==> src/rtl/ledmx_pkg.sv <==
// Shared constants for the LED-matrix scanner: register map, CTRL bit positions, counter widths.
// Pure definitions, no timing. No flow control.
// Scanner build option: LEDMX_BLANK_EN (see led_matrix_scan.sv).
package ledmx_pkg;

    localparam logic [2:0] ADDR_CTRL   = 3'd5;
    localparam logic [2:0] ADDR_STATUS = 3'd6;

    localparam int CTRL_EN     = 0;
    localparam int CTRL_COMMIT = 1;

    // Width of a counter that must hold 0..n-1; never narrower than one bit.
    function automatic int cnt_width(input int n);
        return (n > 1) ? $clog2(n) : 1;
    endfunction

endpackage

==> src/rtl/ledmx_scan_timer.sv <==
// Column-slot divider and column index counter with frame-wrap pulse.
// Registers update every clk; next-state values are exported combinationally. No backpressure.
// Held at zero whenever i_run is low.
module ledmx_scan_timer
    import ledmx_pkg::*;
#(
    parameter int COLS = 5,
    parameter int DIV  = 50000
) (
    input  logic                         clk,
    input  logic                         reset_n,
    input  logic                         i_run,
    output logic [cnt_width(COLS)-1:0]   o_index,
    output logic [cnt_width(COLS)-1:0]   o_index_nxt,
    output logic [cnt_width(DIV)-1:0]    o_div_nxt,
    output logic                         o_wrap
);

    localparam int IW = cnt_width(COLS);
    localparam int DW = cnt_width(DIV);

    logic [DW-1:0] r_div;
    logic [IW-1:0] r_index;
    logic          w_slot_end;
    logic          w_last_col;

    assign w_slot_end = i_run && (r_div == DW'(DIV - 1));
    assign w_last_col = (r_index == IW'(COLS - 1));
    assign o_wrap     = w_slot_end && w_last_col;
    assign o_index    = r_index;

    always_comb begin
        o_div_nxt   = r_div;
        o_index_nxt = r_index;
        if (!i_run) begin
            o_div_nxt   = '0;
            o_index_nxt = '0;
        end else if (w_slot_end) begin
            o_div_nxt   = '0;
            o_index_nxt = w_last_col ? '0 : r_index + IW'(1);
        end else begin
            o_div_nxt   = r_div + DW'(1);
        end
    end

    always_ff @(posedge clk or negedge reset_n) begin
        if (!reset_n) begin
            r_div   <= '0;
            r_index <= '0;
        end else begin
            r_div   <= o_div_nxt;
            r_index <= o_index_nxt;
        end
    end

endmodule

==> src/rtl/led_matrix_scan.sv <==
// Avalon-MM LED-matrix scanner: double-buffered column patterns, one-hot column strobe, frame tick.
// Outputs registered (1 clk after state change), readdata combinational; slave never stalls.
// Option LEDMX_BLANK_EN: blank outputs for the first BLANK cycles of each column slot.
module led_matrix_scan
    import ledmx_pkg::*;
#(
    parameter int COLS  = 5,
    parameter int ROWS  = 7,
    parameter int DIV   = 50000,
    parameter int BLANK = 8
) (
    input  logic            clk,
    input  logic            reset_n,
    input  logic [2:0]      address,
    input  logic            chipselect,
    input  logic            write_n,
    input  logic [31:0]     writedata,
    output logic [31:0]     readdata,
    output logic [COLS-1:0] col_out,
    output logic [ROWS-1:0] row_out,
    output logic            frame_tick
);

    localparam int IW = cnt_width(COLS);
    localparam int DW = cnt_width(DIV);

    logic [ROWS-1:0] r_shadow [COLS];
    logic [ROWS-1:0] r_active [COLS];
    logic            r_enable;
    logic            r_pending;
    logic [COLS-1:0] r_col;
    logic [ROWS-1:0] r_row;
    logic            r_tick;

    logic            w_wr;
    logic            w_ctrl_wr;
    logic            w_en_nxt;
    logic            w_run;
    logic            w_commit;
    logic            w_pend_nxt;
    logic            w_wrap;
    logic [IW-1:0]   w_index;
    logic [IW-1:0]   w_index_nxt;
    logic [DW-1:0]   w_div_nxt;
    logic [ROWS-1:0] w_active_nxt [COLS];
    logic [COLS-1:0] w_col_nxt;
    logic [ROWS-1:0] w_row_nxt;
    logic [31:0]     w_rd;
    logic            w_unused;

    assign w_wr      = chipselect && !write_n;
    assign w_ctrl_wr = w_wr && (address == ADDR_CTRL);
    assign w_en_nxt  = w_ctrl_wr ? writedata[CTRL_EN] : r_enable;
    // The timer runs only while enable is set both now and after this edge, so
    // enabling starts from slot 0 and disabling zeroes the counters immediately.
    assign w_run     = r_enable && w_en_nxt;

    ledmx_scan_timer #(
        .COLS (COLS),
        .DIV  (DIV)
    ) u_timer (
        .clk         (clk),
        .reset_n     (reset_n),
        .i_run       (w_run),
        .o_index     (w_index),
        .o_index_nxt (w_index_nxt),
        .o_div_nxt   (w_div_nxt),
        .o_wrap      (w_wrap)
    );

    assign w_commit   = r_pending && (r_enable ? w_wrap : 1'b1);
    assign w_pend_nxt = (w_ctrl_wr && writedata[CTRL_COMMIT]) ? 1'b1 :
                        w_commit                              ? 1'b0 : r_pending;

    always_comb begin
        for (int i = 0; i < COLS; i++) begin
            w_active_nxt[i] = w_commit ? r_shadow[i] : r_active[i];
        end
    end

    // Output registers are loaded from next-state index/active so they change on the same edge.
    always_comb begin
        w_col_nxt = '0;
        w_row_nxt = '0;
        for (int i = 0; i < COLS; i++) begin
            if (w_en_nxt && (w_index_nxt == IW'(i))) begin
                w_col_nxt[i] = 1'b1;
                w_row_nxt    = w_active_nxt[i];
            end
        end
`ifdef LEDMX_BLANK_EN
        if (w_div_nxt < DW'(BLANK)) begin
            w_col_nxt = '0;
            w_row_nxt = '0;
        end
`endif
    end

    always_comb begin
        w_rd = '0;
        for (int i = 0; i < COLS; i++) begin
            if (address == 3'(i)) begin
                w_rd[ROWS-1:0] = r_shadow[i];
            end
        end
        if (address == ADDR_CTRL) begin
            w_rd[CTRL_EN]     = r_enable;
            w_rd[CTRL_COMMIT] = r_pending;
        end
        if (address == ADDR_STATUS) begin
            w_rd[IW-1:0] = w_index;
        end
    end

    always_ff @(posedge clk or negedge reset_n) begin
        if (!reset_n) begin
            for (int i = 0; i < COLS; i++) begin
                r_shadow[i] <= '0;
                r_active[i] <= '0;
            end
            r_enable  <= 1'b0;
            r_pending <= 1'b0;
            r_col     <= '0;
            r_row     <= '0;
            r_tick    <= 1'b0;
        end else begin
            for (int i = 0; i < COLS; i++) begin
                if (w_wr && (address == 3'(i))) begin
                    r_shadow[i] <= writedata[ROWS-1:0];
                end
                r_active[i] <= w_active_nxt[i];
            end
            r_enable  <= w_en_nxt;
            r_pending <= w_pend_nxt;
            r_col     <= w_col_nxt;
            r_row     <= w_row_nxt;
            r_tick    <= w_wrap;
        end
    end

    assign readdata   = w_rd;
    assign col_out    = r_col;
    assign row_out    = r_row;
    assign frame_tick = r_tick;

    assign w_unused = ^{writedata, w_div_nxt};

endmodule
==> config.mk <==
export PLATFORM = sky130hd
export DESIGN_NAME = led_matrix_scan
export DESIGN_NICKNAME = d
export VERILOG_FILES = /design/src/rtl/ledmx_pkg.sv /design/src/rtl/ledmx_scan_timer.sv /design/src/rtl/led_matrix_scan.sv
export SDC_FILE = /design/constraint.sdc
export NUM_CORES = 1
export LEC_CHECK = 0
export BUFFER_PORTS_ARGS = -buffer_cell sky130_fd_sc_hd__buf_2
export CELL_PAD_IN_SITES_DETAIL_PLACEMENT = 1
export CELL_PAD_IN_SITES_GLOBAL_PLACEMENT = 1
export CORE_UTILIZATION = 49
export DETAILED_ROUTE_END_ITERATION = 6
export PLACE_DENSITY = 0.89
export SETUP_SLACK_MARGIN = 0.5
export SKIP_CTS_REPAIR_TIMING = 1
export SKIP_LAST_GASP = 1
export SLEW_MARGIN = 20
export SYNTH_ARGS = -nofsm -noshare
export SYNTH_HDL_FRONTEND = slang
export SYNTH_SLANG_ARGS = --single-unit
==> constraint.sdc <==
create_clock -name clk -period 7.45 [get_ports clk]
set_input_delay 1.1175 -clock clk [delete_from_list [all_inputs] [get_ports clk]]
set_output_delay 1.1175 -clock clk [all_outputs]
set_load 0.005 [all_outputs]
==> metrics, run 1 <==
PD cells about 250 nW/um2; die area 11100 um2; First DRT Iteration DRCs between 150 and 200; Hold Slack 468 ps; r2r startpoint u_timer.r_div[0]$_DFF_PN0_; xor/xnor share of the synthesized area 2.51%; P&R area growth vs syn 5.81%; fin crit share 52.5%; prevailing post-synth register cell dfrtp_1; vias in the first global route slightly below 4000; Yosys top cell by area dfrtp_1; Starting Density between 50 and 60%; IO Port Bufs 33; Die Wd ~110 um; CTS Buf Count 9; first-pass GRT wire length between 20000 and 25000 um; main area contributors after synthesis dfrtp_1, mux2_2, buf_4; core area about 10000 um2; drt drc 0; Die Y 105 um; # setup viols final 0; max_slew headroom approximately a third; synth warn 0; fin util 53.6%; worst setup path class primary input to register; outcome finished, final reports clean; Clock Latency Late Sink 370 ps; Slew @ Worst Pin between 900 and 1000 ps; total number of vias 3489; Clock Skew 13.1 ps; CTS tree built; f_max about 260 MHz; post-synthesis mux area share 17.2%; GRT Util Overall 24.9%; Hold Crit Class register to register; Rows 37; RSZ-0062 raised after global routing no; CP arrival 4170 ps; CTS Sinks 104; largest family of logic cells by synthesized area multiplexers; largest net degree at the start of global routing 60; Max IR drop VDD just under 0.2 mV; Critical R2R Capture row_out[0]$_DFF_PN0_; sequential area share after synthesis 49.8%; post-route minimum period a little under 4000 ps; number of synthesized flops with an enable pin 0; register bit total from synthesis 104; RePlAce Congestion 0.815; hold path startpoint u_timer.r_div[0]$_DFF_PN0_; final setup TNS 0 ps; vias per inst roughly 5.8; Yosys cell types a little under 60; P_leak approximately 2.6 nW; Initial DRT Pass Iterations 6; worst-case hold path end point u_timer.r_div[0]$_DFF_PN0_; cells on worst reg2reg path 8; antenna viol nets, final 0; per-cell routed wire length 21.2 um; WL final 12700 um; Clock Tree Root clkbuf_8; Worst Path Max Fanout 19; Synth Area in Compound Gates between 10% and 20%; Avg Inst Size Synth roughly 12 um2; Ports 84; Post-synth ARST share 100%; Slew Limit Fails 0; initial antenna violation count 0; Synth Area in Adders 0.718%; Max-Cap Viols 0; Clock transition at path regs 100 ps; Post-DP HPWL about 8600 um; Clock Tree Buf Depth 2; Simple-Gate Fraction of Synth Area 11.7%; share of the synthesized area in the top cell type 49.8%; H-Tree Depth 3; Syn Inst Count 435; ANT cells 0; nets 501; worst path required time 7710 ps; area of the mapped netlist approximately 5200 um2; Hold Crit Depth 1; layout cells sized above 1 29.5%; Reg2Reg Setup Slack 3700 ps; startpoint types primary input; final hold violation count 0; CP endpoint kind register; gr ovfl total 0
-- cell usage in the layout (no fill, tap or decap), drive strengths merged, types with 6 or more instances in the layout --
master  count
nand2      28
nor2       23
o21ai       7
a211o       7
a21o        7
dfrtp     104
clkbuf     10
o211ai      6
buf        35
a21oi      24
xor2        6
and3        7
nor3        6
nand3      11
nand2b      7
inv        15
a221oi      6
xnor2       9
mux2       63
conb       25
-- power by group --
group / switching [W] / total [W] / internal, W / leakage (nW)
clock network: 0.000205 / 0.000366 / 0.000161 / 0.0965
registers: 0.0000626 / 0.000733 / 0.000671 / 1.36
logic: 0.000133 / 0.000266 / 0.000133 / 1.17
-- sequential cells by signal, indices dropped and copies added, names as in the netlist --
register         cells
u_timer.r_div       16
r_active            35
r_shadow            35
row_out              7
r_enable             1
r_pending            1
u_timer.o_index      3
frame_tick           1
col_out              5
-- metal layers --
layer,vias up,track usage (%),routed length [um]
met5,-,0,0
met4,0,11.9,434
met3,35,4.95,593
met2,108,42.7,6480
met1,1816,30.1,5180
li1,1530,-,-
-- final cells by class --
type | instances | area, um2
Multi-Input combinational cell | 296 | 2320
Timing Repair Buffer | 35 | 183
Clock buffer | 10 | 128
Sequential cell | 104 | 2600
Fill cell | 1089 | 4790
Inverter | 13 | 48.8
Tap cell | 136 | 170
Clock inverter | 6 | 76.3
-- through the flow --
step / cell area [um2] / std cells / setup slack [ps] / power, W
6_report: 5530 / 600 / 3540 / 0.00137
5_1_grt: 5530 / 600 / 3360 / 0.00143
4_1_cts: 5530 / 600 / 3410 / 0.00138
3_3_place_gp: 5330 / 584 / 3170 / 0.000976
3_5_place_dp: 5330 / 584 / 3110 / 0.00100
2_1_floorplan: 5320 / 459 / 4290 / 0.000920
-- cells by family (layout without fill, tap and decap cells) --
| kind of cell | count (synthesis) | count (layout) |
|---|---|---|
| AND/OR/NAND/NOR | 108 | 108 |
| flip-flops | 104 | 104 |
| AO/OA/AOI/OAI | 73 | 73 |
| multiplexers | 72 | 72 |
| buffers and inverters | 59 | 64 |
| XOR/XNOR | 15 | 15 |
| adder cells (fa/ha/maj) | 3 | 3 |
| other | 1 | 25 |
-- synth_stat cells, types with 2 or more instances --
library cell,n
xnor2_1,9
a211oi_1,2
nor4b_2,5
nor3b_1,2
mux2_4,10
and2_1,3
buf_6,9
a21o_1,7
a211o_1,7
inv_2,2
mux4_2,4
mux2i_1,4
nand2_1,28
a221oi_2,3
inv_1,11
nor3_1,6
a221oi_1,3
dfrtp_1,104
and4_1,2
and3_1,7
o22ai_1,4
mux2_2,53
nor2b_1,2
buf_4,28
ha_1,3
nand2b_1,7
nor2_1,23
nand3_1,11
clkbuf_1,8
a21oi_1,22
xor2_1,6
o21ai_0,7
o211ai_1,6
nand3b_1,3
-- how the worst max path moves through the flow --
stage | start | to | slack [ps] | depth (start not counted)
2_1_floorplan | address[0] | readdata[1] | 4290 | 7
3_3_place_gp | address[2] | row_out[1]$_DFF_PN0_ | 3170 | 8
3_5_place_dp | address[0] | row_out[1]$_DFF_PN0_ | 3110 | 8
4_1_cts | address[0] | row_out[1]$_DFF_PN0_ | 3410 | 8
5_1_grt | address[0] | row_out[0]$_DFF_PN0_ | 3360 | 8
6_report | address[0] | row_out[0]$_DFF_PN0_ | 3540 | 8
-- worst max-delay path, cell delays in order --
cell	delay (ps)
buf_2	250
and3b_1	360
a21oi_4	330
a22o_1	850
buf_4	430
mux2_2	390
a221oi_1	310
a21oi_1	120
No activity file was read; power rests on OpenSTA's default activity.
==> inputs of run 2 (changes only) <==
--- a/config.mk
+++ b/config.mk
@@ -8,9 +8,9 @@
 export BUFFER_PORTS_ARGS = -buffer_cell sky130_fd_sc_hd__buf_2
 export CELL_PAD_IN_SITES_DETAIL_PLACEMENT = 1
 export CELL_PAD_IN_SITES_GLOBAL_PLACEMENT = 1
-export CORE_UTILIZATION = 49
+export CORE_UTILIZATION = 41
 export DETAILED_ROUTE_END_ITERATION = 6
-export PLACE_DENSITY = 0.89
+export PLACE_DENSITY = 0.8
 export SETUP_SLACK_MARGIN = 0.5
 export SKIP_CTS_REPAIR_TIMING = 1
 export SKIP_LAST_GASP = 1
==> constraint.sdc (replaced) <==
create_clock -name clk -period 3.3 [get_ports clk]
set_input_delay 0.495 -clock clk [delete_from_list [all_inputs] [get_ports clk]]
set_output_delay 0.495 -clock clk [all_outputs]
set_load 0.005 [all_outputs]
==> metrics, run 2 (synthesis results as in run 1) <==
max_slew headroom 43.7% (+10 points); Top delay family on crit path compound AO/OA/AOI/OAI gates; Slew @ Worst Pin 845 ps (-154 ps); IO Port Bufs 33 (unchanged); CTS Buf Count 9 (unchanged); outcome finished, final reports clean; Die Y 115 um (+9.1%); antenna viol nets, final 0 (unchanged); worst path required time 3540 ps (-4170 ps); layout cells sized above 1 32.6% (+3.1 points); CP endpoint kind register; nets 518 (+3.4%); cells on worst reg2reg path 9 (+1); commonest cells after routing, fill and taps aside dfrtp_1, mux2_2, buf_2; RePlAce Congestion 0.792 (-2.8%); P_leak 2.76 nW (+5.1%); core area 12200 um2 (+18%); final hold violation count 0 (unchanged); CP Depth 9 (+1); Clock transition at path regs 70 ps (-30 ps); Final WS setup 599 ps (-2940 ps); final setup TNS 0 ps (unchanged); f_max 370 MHz; Ports 84 (unchanged); vias per inst 5.38 (-7.4%); Rows 40 (+8.1%); First DRT Iteration DRCs 216 (+11%); CP max-delay cell dfrtp_1; Starting Density 42.8% (-7.8 points); CP bufs+invs 2 (unchanged); Top Registers r_active (35), r_shadow (35), u_timer.r_div (16); drt drc 0 (unchanged); total number of vias 3494 (+0.14%); # setup viols final 0 (unchanged); die area 13200 um2 (+19%); fin crit share a little over 80%; Setup WS pre-CTS 474 ps (-2640 ps); Hold Crit Class primary input to asynchronous set/reset pin; ANT cells 0 (unchanged); worst setup path class register to register; Clock Tree Buf Depth 2 (unchanged); Initial DRT Pass Iterations 4 (-2); most common cell after layout, fill and taps aside dfrtp_1; Max IR drop VDD 0.392 mV (+100%); GRT Util Overall 21.5% (-3.4 points); Die Wd 115 um (+9.1%); RSZ-0062 raised after global routing no; P&R area growth vs syn 11.3%; post-route minimum period between 2000 and 3000 ps; CP peak stage delay 400 ps (-450 ps); first-pass GRT wire length 20900 um (+0.39%); Clock Latency Late Sink 360 ps (about the same); crit path cell chain ha_1 -> and3_1 -> and4_4 -> buf_4 -> buf_4 -> a21boi_4 -> mux2_2 -> a211o_1 -> a32o_1; H-Tree Depth 3 (unchanged); CTS tree built; Post-DP HPWL 8980 um (+4.2%); Placement Cell Area 5480 um2 (+2.9%); Final Non-Filler Cells 649 (+8.2%); Slew Limit Fails 0 (unchanged); largest net degree at the start of global routing 67 (+12%); gr ovfl total 0 (unchanged); PD cells 566 nW/um2 (+130%); final instance area 5820 um2 (+5.2%); startpoint types register; Worst Path Max Fanout 8 (-11); Clock Skew 12.3 ps (-0.790 ps); WL final 13200 um (+3.8%); cell mode on critical path buf_4; Clock Tree Root clkbuf_16; per-cell routed wire length 20.3 um (-4.1%); initial antenna violation count 0 (unchanged); CTS Sinks 104 (unchanged); Cells after DPL 628 (+7.5%); vias in the first global route 3805 (-1.2%); Max-Cap Viols 0 (unchanged); CP arrival 2940 ps (-1230 ps)
-- run 2: cell count changes in the layout (fill, tap and decap cells not counted), sizes merged --
cell    previous run  this run
buf               35        52
bufinv             1         0
clkbuf            10        11
-- run 2: routing by layer --
metal	track usage [%]	wire length, um
met1	26.9	5690
met2	36.7	6600
met3	5.22	665
met4	7.01	205
met5	0	0
-- run 2: final timing paths --
check | from | slack (ps) | endpoint
setup / recovery | u_timer.r_div[0]$_DFF_PN0_ | 600 | row_out[1]$_DFF_PN0_
hold / removal | reset_n | 240 | u_timer.r_div[2]$_DFF_PN0_
setup reg to reg | u_timer.r_div[0]$_DFF_PN0_ | 600 | row_out[1]$_DFF_PN0_
hold reg to reg | u_timer.r_div[0]$_DFF_PN0_ | 470 | u_timer.r_div[0]$_DFF_PN0_
max in group asynchronous | reset_n | 2210 | r_pending$_DFFE_PN0P_
min in group clk | writedata[6] | 430 | r_shadow[6]$_DFFE_PN0P_
-- run 2: cell type report --
class                           count  area [um2]
Fill cell                        1327        6390
Sequential cell                   104        2600
Multi-Input combinational cell    296        2340
Timing Repair Buffer               52         335
Clock buffer                       11         243
Tap cell                          168         210
Inverter                           13        48.8
Clock inverter                      5        40.0
-- run 2: worst register-to-register path: stages, from the launching register on --
cell      delay [ps]
dfrtp_1          400
ha_1             220
and3_1           250
and4_4           210
buf_4            140
buf_4            160
a21boi_4         280
mux2_2           400
a211o_1          290
a32o_1           240
-- run 2: power breakdown --
| group | leakage [nW] | switching (W) | internal [W] |
|---|---|---|---|
| sequential | 1.36 | 0.000143 | 0.00152 |
| combinational | 1.26 | 0.000290 | 0.000316 |
| clock | 0.134 | 0.000490 | 0.000540 |
| total | 2.76 | 0.000923 | 0.00237 |
-- run 2: through the flow --
step / util (%) / hold slack, ps / total power [W]
final: 47.7 / 238 / 0.00329
after global placement: 44.9 / 442 / 0.00223
after CTS: 47.2 / 268 / 0.00333
after floorplan: - / 199 / 0.00208
after detailed placement: 44.9 / 456 / 0.00229
after global routing: 47.7 / 317 / 0.00346
==> inputs of run 3 (changes only) <==
--- a/config.mk
+++ b/config.mk
@@ -8,9 +8,9 @@
 export BUFFER_PORTS_ARGS = -buffer_cell sky130_fd_sc_hd__buf_2
 export CELL_PAD_IN_SITES_DETAIL_PLACEMENT = 1
 export CELL_PAD_IN_SITES_GLOBAL_PLACEMENT = 1
-export CORE_UTILIZATION = 41
+export CORE_UTILIZATION = 45
 export DETAILED_ROUTE_END_ITERATION = 6
-export PLACE_DENSITY = 0.8
+export PLACE_DENSITY = 0.83
 export SETUP_SLACK_MARGIN = 0.5
 export SKIP_CTS_REPAIR_TIMING = 1
 export SKIP_LAST_GASP = 1
==> constraint.sdc (replaced) <==
create_clock -name clk -period 2.8 [get_ports clk]
set_input_delay 0.42 -clock clk [delete_from_list [all_inputs] [get_ports clk]]
set_output_delay 0.42 -clock clk [all_outputs]
set_load 0.005 [all_outputs]
==> metrics, run 3 (synthesis results as in run 1) <==
# setup viols final 0 (unchanged); CTS Sinks 104 (unchanged); Clock Latency Late Sink 360 ps (about the same); f_max 417 MHz (+13%); met1 wire length 5640 um (-0.88%); final instance area 6220 um2 (+6.8%); Clock transition at path regs 70 ps (about the same); Clock Tree Root clkbuf_16; Hold Crit Class primary input to asynchronous set/reset pin; Clock Tree Buf Depth 2 (unchanged); post-route minimum period 2400 ps (-301 ps); Reg2Reg Setup Slack 400 ps (-200 ps); startpoint types register; nets 545 (+5.2%); worst setup path class register to register; core area 11100 um2 (-9.3%); r2r startpoint u_timer.r_div[7]$_DFF_PN0_; antenna viol nets, final 0 (unchanged); multi-input logic area 2480 um2 (+5.8%); largest net degree at the start of global routing 59 (-12%); final hold violation count 0 (unchanged); GRT Util Overall 23.8% (+2.3 points); Post-DP HPWL 8620 um (-4.0%); Starting Density 47.2% (+4.4 points); Fillers 1124 (-15%); Max IR drop VDD 0.541 mV (+38%); WL final 14400 um (+9.4%); Worst Path Max Fanout 7 (-1); CTS Buf Count 9 (unchanged); cells on worst reg2reg path 7 (-2); per-cell routed wire length 22.2 um (+9.6%); CP endpoint kind register; Final Non-Filler Cells 648 (-0.15%); vias in the first global route 3790 (-0.39%); layout cells sized above 1 39.6% (+6.9 points); Top Layer Used met5; total number of vias 3746 (+7.2%); P_leak 2.95 nW (+6.9%); first-pass GRT wire length 20500 um (-1.8%); die area 12100 um2 (-8.7%); fin crit share 85.7% (+3.9 points); Rows 38 (-5.0%); PD cells 643 nW/um2 (+14%); Clock Skew 9.67 ps (-2.63 ps); Hold Slack 82.3 ps (-156 ps); gr ovfl total 0 (unchanged); commonest cells after routing, fill and taps aside dfrtp_1, mux2_2, buf_4; final setup TNS 0 ps (unchanged); Slew @ Worst Pin 636 ps (-209 ps); Ports 84 (unchanged); CP arrival 2650 ps (-290 ps); First DRT Iteration DRCs 199 (-7.9%); Max-Cap Viols 0 (unchanged); Top Registers r_active (35), r_shadow (35), u_timer.r_div (16); Critical R2R Capture row_out[1]$_DFF_PN0_; ANT cells 0 (unchanged); Met2 Routed Length 7420 um (+12%); CTS tree built; P&R area growth vs syn 18.9%; worst path required time 3050 ps (-490 ps); Initial DRT Pass Iterations 4 (unchanged); flip-flop and latch area 2610 um2 (+0.24%); drt drc 0 (unchanged); Slew Limit Fails 0 (unchanged); Placement Cell Area 5490 um2 (+0.11%); vias per inst 5.78 (+7.4%); outcome finished, final reports clean; Die Y 110 um (-4.5%); RePlAce Congestion 0.801 (+1.1%); IO Port Bufs 33 (unchanged); RSZ-0062 raised after global routing yes; initial antenna violation count 1 (+1); H-Tree Depth 3 (unchanged); most common cell after layout, fill and taps aside dfrtp_1; max_slew headroom 57.6% (+14 points); Die Wd 110 um (-4.5%); routed wl met3 765 um (+15%); Cells after DPL 604 (-3.8%)
## run 3: cell types whose count changed in the layout (fill, tap and decap cells not counted), moves of 3 or more
cell and change:
a21oi_2 +3, a21oi_1 -3, mux2_4 +4, buf_6 +3
mux2_2 -4, nor4b_4 +3, buf_4 +19, a221oi_1 -3
dfrtp_2 +5, dfrtp_1 -5, nor4b_2 -3
## run 3: metal layers
layer | global-route usage, % | vias to the layer above
li1 | - | 1631
met4 | 11.5 | 2
met1 | 27.9 | 1943
met2 | 41.4 | 130
met5 | 0 | -
met3 | 5.04 | 40
## run 3: worst max-delay path, stage by stage, from the launching register on
cell	delay, ps
dfrtp_2	450
nor4_4	340
and4_4	340
mux2i_4	310
inv_2	110
buf_4	210
a211o_1	240
a32o_2	280
## run 3: how the worst max path moves through the flow
stage | from | to | slack, ps | cells after the start
2_1_floorplan | u_timer.r_div[0]$_DFF_PN0_ | row_out[5]$_DFF_PN0_ | 500 | 11
3_3_place_gp | writedata[0] | row_out[1]$_DFF_PN0_ | 180 | 8
3_5_place_dp | u_timer.r_div[12]$_DFF_PN0_ | row_out[1]$_DFF_PN0_ | 190 | 7
4_1_cts | u_timer.r_div[12]$_DFF_PN0_ | row_out[6]$_DFF_PN0_ | 150 | 8
5_1_grt | u_timer.o_index[0]$_DFF_PN0_ | row_out[1]$_DFF_PN0_ | 360 | 10
6_report | u_timer.r_div[7]$_DFF_PN0_ | row_out[1]$_DFF_PN0_ | 400 | 7
## run 3: power breakdown
part | switching, W | internal (W) | leakage, nW
Clock | 0.000598 | 0.000640 | 0.141
Combinational | 0.000384 | 0.000415 | 1.45
Sequential | 0.000173 | 0.00179 | 1.36
Total | 0.00115 | 0.00284 | 2.95
## run 3: layout make-up
class                      instances  area share [%]
multi-input combinational        296            39.9
timing repair buffer              79            9.84
tap                              140            2.82
inverter                          13           0.866
sequential                       104            42.0
clock inverter                     6           0.805
clock buffer                      10            3.84
## run 3: metrics by stage
step / utilization, % / worst slack [ps] / total power, W
2_1_floorplan: - / 495 / 0.00245
5_1_grt: 56.1 / 356 / 0.00418
4_1_cts: 52.1 / 153 / 0.00394
3_3_place_gp: 49.5 / 184 / 0.00263
6_report: 56.1 / 400 / 0.00400
3_5_place_dp: 49.5 / 192 / 0.00269
